File: src/rtl/id_ex_stage.sv
// id_ex_stage: ID/EX pipeline register for the pipelined CPU.
//   Latches decode outputs (register-file read data, decoded fields, control)
//   and presents them to execute. Detects load-use hazards, which stall the
//   upstream stages and inject a bubble. Forwards EX/MEM and MEM/WB results
//   into the held operands.
// Ports:
//   clk, rst_n          clock (posedge) and synchronous active-low reset
//   id_*                decode-stage instruction, fields, read data and control
//   flush               kill the decode slot (branch/jump redirect)
//   ex_hold             downstream stall; freeze this register
//   exm_*, wb_*         EX/MEM and MEM/WB write-back info for forwarding
//   stall               freeze PC and IF/ID (combinational)
//   ex_*                latched execute-stage state; ex_op_a/b are forwarded
//   fwd_a, fwd_b        operand source select: 0 reg, 1 EX/MEM, 2 MEM/WB
// Optional build macro HAZARD_STATS_EN adds the saturating counters
//   stall_cnt[15:0] and bubble_cnt[15:0].
module id_ex_stage #(
  parameter int unsigned CTRL_W = 8,
  parameter int unsigned XLEN   = 32
) (
  input  logic              clk,
  input  logic              rst_n,
  input  logic              id_valid,
  input  logic [XLEN-1:0]   id_pc,
  input  logic [4:0]        id_rs,
  input  logic [4:0]        id_rt,
  input  logic [4:0]        id_rd,
  input  logic [XLEN-1:0]   id_rd1,
  input  logic [XLEN-1:0]   id_rd2,
  input  logic [XLEN-1:0]   id_imm,
  input  logic [CTRL_W-1:0] id_ctrl,
  input  logic              id_mem_read,
  input  logic              id_reg_write,
  input  logic              flush,
  input  logic              ex_hold,
  input  logic              exm_reg_write,
  input  logic [4:0]        exm_rd,
  input  logic [XLEN-1:0]   exm_result,
  input  logic              wb_reg_write,
  input  logic [4:0]        wb_rd,
  input  logic [XLEN-1:0]   wb_data,
  output logic              stall,
  output logic              ex_valid,
  output logic [XLEN-1:0]   ex_pc,
  output logic [XLEN-1:0]   ex_op_a,
  output logic [XLEN-1:0]   ex_op_b,
  output logic [XLEN-1:0]   ex_imm,
  output logic [4:0]        ex_rs,
  output logic [4:0]        ex_rt,
  output logic [4:0]        ex_rd,
  output logic [CTRL_W-1:0] ex_ctrl,
  output logic              ex_mem_read,
  output logic              ex_reg_write,
  output logic [1:0]        fwd_a,
  output logic [1:0]        fwd_b
`ifdef HAZARD_STATS_EN
  ,
  output logic [15:0]       stall_cnt,
  output logic [15:0]       bubble_cnt
`endif
);

  logic [XLEN-1:0] ex_rd1;
  logic [XLEN-1:0] ex_rd2;
  logic            lu;

  // Load-use hazard: the load in EX produces a register the decode slot reads.
  // Outputs are forced quiet while reset is held.
  always_comb begin
    lu    = ex_valid && ex_mem_read && (ex_rd != '0) && id_valid &&
            ((ex_rd == id_rs) || (ex_rd == id_rt));
    stall = rst_n && ((lu && !flush) || ex_hold);
  end

  // Operand forwarding; EX/MEM is the younger result so it takes precedence.
  always_comb begin
    fwd_a   = 2'd0;
    fwd_b   = 2'd0;
    ex_op_a = ex_rd1;
    ex_op_b = ex_rd2;
    if (!rst_n) begin
      ex_op_a = '0;
      ex_op_b = '0;
    end else begin
      if (exm_reg_write && (exm_rd != '0) && (exm_rd == ex_rs)) begin
        fwd_a   = 2'd1;
        ex_op_a = exm_result;
      end else if (wb_reg_write && (wb_rd != '0) && (wb_rd == ex_rs)) begin
        fwd_a   = 2'd2;
        ex_op_a = wb_data;
      end
      if (exm_reg_write && (exm_rd != '0) && (exm_rd == ex_rt)) begin
        fwd_b   = 2'd1;
        ex_op_b = exm_result;
      end else if (wb_reg_write && (wb_rd != '0) && (wb_rd == ex_rt)) begin
        fwd_b   = 2'd2;
        ex_op_b = wb_data;
      end
    end
  end

  always_ff @(posedge clk) begin
    if (!rst_n) begin
      ex_valid     <= 1'b0;
      ex_pc        <= '0;
      ex_rd1       <= '0;
      ex_rd2       <= '0;
      ex_imm       <= '0;
      ex_rs        <= '0;
      ex_rt        <= '0;
      ex_rd        <= '0;
      ex_ctrl      <= '0;
      ex_mem_read  <= 1'b0;
      ex_reg_write <= 1'b0;
    end else if (ex_hold) begin
      // freeze everything
    end else if (flush || lu) begin
      // Bubble: only the qualifiers clear; data fields hold (don't-care).
      ex_valid     <= 1'b0;
      ex_mem_read  <= 1'b0;
      ex_reg_write <= 1'b0;
    end else begin
      ex_valid     <= id_valid;
      ex_pc        <= id_pc;
      ex_rd1       <= id_rd1;
      ex_rd2       <= id_rd2;
      ex_imm       <= id_imm;
      ex_rs        <= id_rs;
      ex_rt        <= id_rt;
      ex_rd        <= id_rd;
      ex_ctrl      <= id_ctrl;
      ex_mem_read  <= id_mem_read && id_valid;
      ex_reg_write <= id_reg_write && id_valid;
    end
  end

`ifdef HAZARD_STATS_EN
  always_ff @(posedge clk) begin
    if (!rst_n) begin
      stall_cnt  <= '0;
      bubble_cnt <= '0;
    end else if (!ex_hold) begin
      if (lu && !flush && (stall_cnt != '1))
        stall_cnt <= stall_cnt + 16'd1;
      if ((lu || flush) && (bubble_cnt != '1))
        bubble_cnt <= bubble_cnt + 16'd1;
    end
  end
`endif

endmodule

File: config.mk
export PLATFORM = sky130hd
export DESIGN_NAME = id_ex_stage
export DESIGN_NICKNAME = d
export VERILOG_FILES = /design/src/rtl/id_ex_stage.sv
export SDC_FILE = /design/constraint.sdc
export NUM_CORES = 1
export LEC_CHECK = 0
export ABC_AREA = 1
export ABC_CLOCK_PERIOD_IN_PS = 2850
export CORE_AREA = 4 4 169 171
export CTS_CLUSTER_DIAMETER = 50
export DETAILED_ROUTE_END_ITERATION = 8
export DIE_AREA = 0 0 173 175
export MAX_ROUTING_LAYER = met4
export PLACE_DENSITY = 0.71
export SYNTH_ARGS = -nofsm -noshare
export SYNTH_HDL_FRONTEND = slang
export SYNTH_SLANG_ARGS = --single-unit
File: constraint.sdc
create_clock -name clk -period 2.85 [get_ports clk]
set_input_delay 0.57 -clock clk [delete_from_list [all_inputs] [get_ports clk]]
set_output_delay 0.57 -clock clk [all_outputs]
set_load 0.01 [all_outputs]
==> impl_metrics.tcl <==
set metrics [dict create \
    arrival_ns 2.20 \
    overflow 0 \
    vias_per_cell 4.77 \
    grt_pass1_vias 10212 \
    cts_hold_buf 0 \
    ys_types 21 \
    cts_root_buffer "clkbuf_16" \
    drt_wl_total_mm 35.9 \
    nFillCells 2636 \
    worst_setup_path_start_kind "input pin" \
    num-nets-final 2106 \
    final_util_pct 53.5 \
    worstPathRequired_ns 2.28 \
    cap_violations 0 \
    cp_max_fo 14 \
    vdd_ir_drop_max_uv 312 \
    crit_type "input pin to output pin" \
    grt_max_degree 93 \
    die_w_um 173 \
    grt_pass1_wl_mm 55.0 \
    fin_crit_sh_pct 97.3 \
    via_count 10628 \
    syn-num-nets 1718 \
    io_pins 393 \
    drt_iter0_drc 759 \
    place_inst 2163 \
    hpwl_mm 24.6 \
    stdcell_count 2229 \
    antenna_left 0 \
    port_buffers 392 \
    final_common_cell "nand2_1" \
    ys_seq_area_share_pct 34.8 \
    initial_utilization_pct 33.0 \
    drive_above_1_share_pct 12.0 \
    cts_buffers 17 \
    antenna_found_initial 3 \
    die_h_um 175 \
    max_freq_ghz 0.361 \
    p_leak_uw 0.00695 \
    place_congestion 0.849 \
    grt_use_total_pct 23.3 \
    row_count 60 \
    syn_avg_cell_area_um2 5.97 \
    power_uw 6130 \
    path_clk_slew_ns 0.07 \
    grt_setup_unrepaired "yes" \
    htreeDepth 4 \
    syn_area_mm2 0.00886 \
    areaGrowthSynthToFinish_pct 62.3 \
    synthCells 1484 \
    remaining_drc_errors 0 \
    clkSinkCount 154 \
    core-area_mm2 0.0269 \
    critPathCaptureType "output pin" \
    cts_tree "built" \
    tightest_slew_ns 0.983 \
    hold_viol 0 \
    firstDrtPassIters 5 \
    ys_seq_elements 154 \
    ys_warn_count 0 \
    layout_common_cells "nand2_1, clkdlybuf4s50_1, inv_1" \
    min_path_type "flip-flop to flip-flop" \
    cellPowerDensity_mw_per_mm2 427 \
    cts.path.max_buffers 2 \
    dieArea_mm2 0.0303 \
    finalSetupViolations 0 \
    wl_per_cell_um 16.1 \
    maxSlewHeadroom_pct 34.4 \
    drv_slew 0 \
    period_needed_ns 2.77 \
    insertion_delay_ns 0.42 \
    skew_ns 0.0138 \
    status "finished, final reports clean" \
]
[timing repair]
action                     in CTS  in global routing
cloned                          9                  0
setup endpoints to repair      69                 66
setup buffers                  21                  6
pin swaps                      12                 28
resized for setup             247                 77
[worst max-delay path, stage by stage]
cell and delay (ns):
clkdlybuf4s15_2 0.23, nor2_1 0.11, nand2_1 0.09, o21ai_2 0.15, inv_2 0.07, buf_4 0.14
a21oi_4 0.16, buf_4 0.14, buf_12 0.14, inv_1 0.05, nor2_1 0.08, clkdlybuf4s15_1 0.25
[power by group]
group | total [µW] | leakage [µW] | switching, µW | internal (µW)
Combinational | 1410 | 0.00538 | 633 | 780
Sequential | 2400 | 0.00128 | 107 | 2290
Clock | 2320 | 0.000290 | 1000 | 1320
Total | 6130 | 0.00695 | 1740 | 4390
[per-stage QoR]
stage,setup TNS (ns),cell area (µm²),hold slack [ns],worst slack [ns]
detailed placement,-30.37,13300,0.452,-0.514
global route,-0.0976,14400,0.485,-0.0351
floorplan,0,8860,0.452,0.707
finish,0,14400,0.463,0.0773
global placement,-25.53,13300,0.449,-0.442
CTS,-0.0906,14400,0.463,-0.0324
[layout make-up]
type | instances | area (µm²) | share of cell area, %
clock inverters | 14 | 161 | 1.12
multi-input cells | 1023 | 4640 | 32.3
inverters | 198 | 743 | 5.17
clock buffers | 18 | 429 | 2.99
well taps | 341 | 427 | 2.97
flip-flops and latches | 154 | 3120 | 21.7
diodes | 3 | 7.51 | 0.0522
repair buffers | 478 | 4850 | 33.7
[cells by family (layout without fill, tap and decap cells)]
kind of cell | count (synthesis) | after routing | synth area share [%]
DFF | 154 | 154 | 34.8
and+or+nand+nor | 778 | 778 | 35.5
buffers and inverters | 307 | 708 | 14.9
AOI/OAI and AO/OA | 223 | 223 | 12.6
xor gates and xnor gates | 22 | 22 | 2.17
other | 0 | 3 | 0
[sequential cells by signal, indices dropped and copies added, names as in the netlist]
| signal | count |
|---|---|
| ex_pc | 32 |
| ex_rd | 5 |
| ex_rt | 5 |
| ex_ctrl | 8 |
| ex_valid | 1 |
| ex_rd1 | 32 |
| ex_mem_read | 1 |
| ex_rs | 5 |
| ex_imm | 32 |
| ex_reg_write | 1 |
| ex_rd2 | 32 |
[routing by layer]
metal	part of all wire [%]	wire, µm	track usage, %	vias to the layer above
met5	0	0	-	-
met4	3.7	1340	8.95	0
met3	8.1	2920	6.32	74
met2	47	17000	38.9	454
met1	41	14600	26.8	4725
li1	-	-	-	5375
[final timing paths]
check                                  start            to  slack [ns]  depth (start not counted)
worst min register to register  ex_reg_write  ex_reg_write        0.46                          2
worst max-delay path               exm_rd[1]      fwd_a[1]        0.08                         12
worst max register to register      ex_rd[4]     ex_pc[10]        0.97                         10
worst min-delay path            ex_reg_write  ex_reg_write        0.46                          2
[cell usage after synthesis, drive strengths merged]
cell / instances / area [µm²]
a21oi: 157 / 786
buf: 73 / 445
clkbuf: 36 / 135
dfxtp: 154 / 3080
inv: 198 / 743
nand2: 443 / 1670
nand3: 158 / 791
nand3b: 1 / 7.51
nand4: 4 / 25.0
nor2: 172 / 648
o21ai: 66 / 330
xnor2: 17 / 149
xor2: 5 / 43.8
No activity file was read; power rests on OpenSTA's default activity.
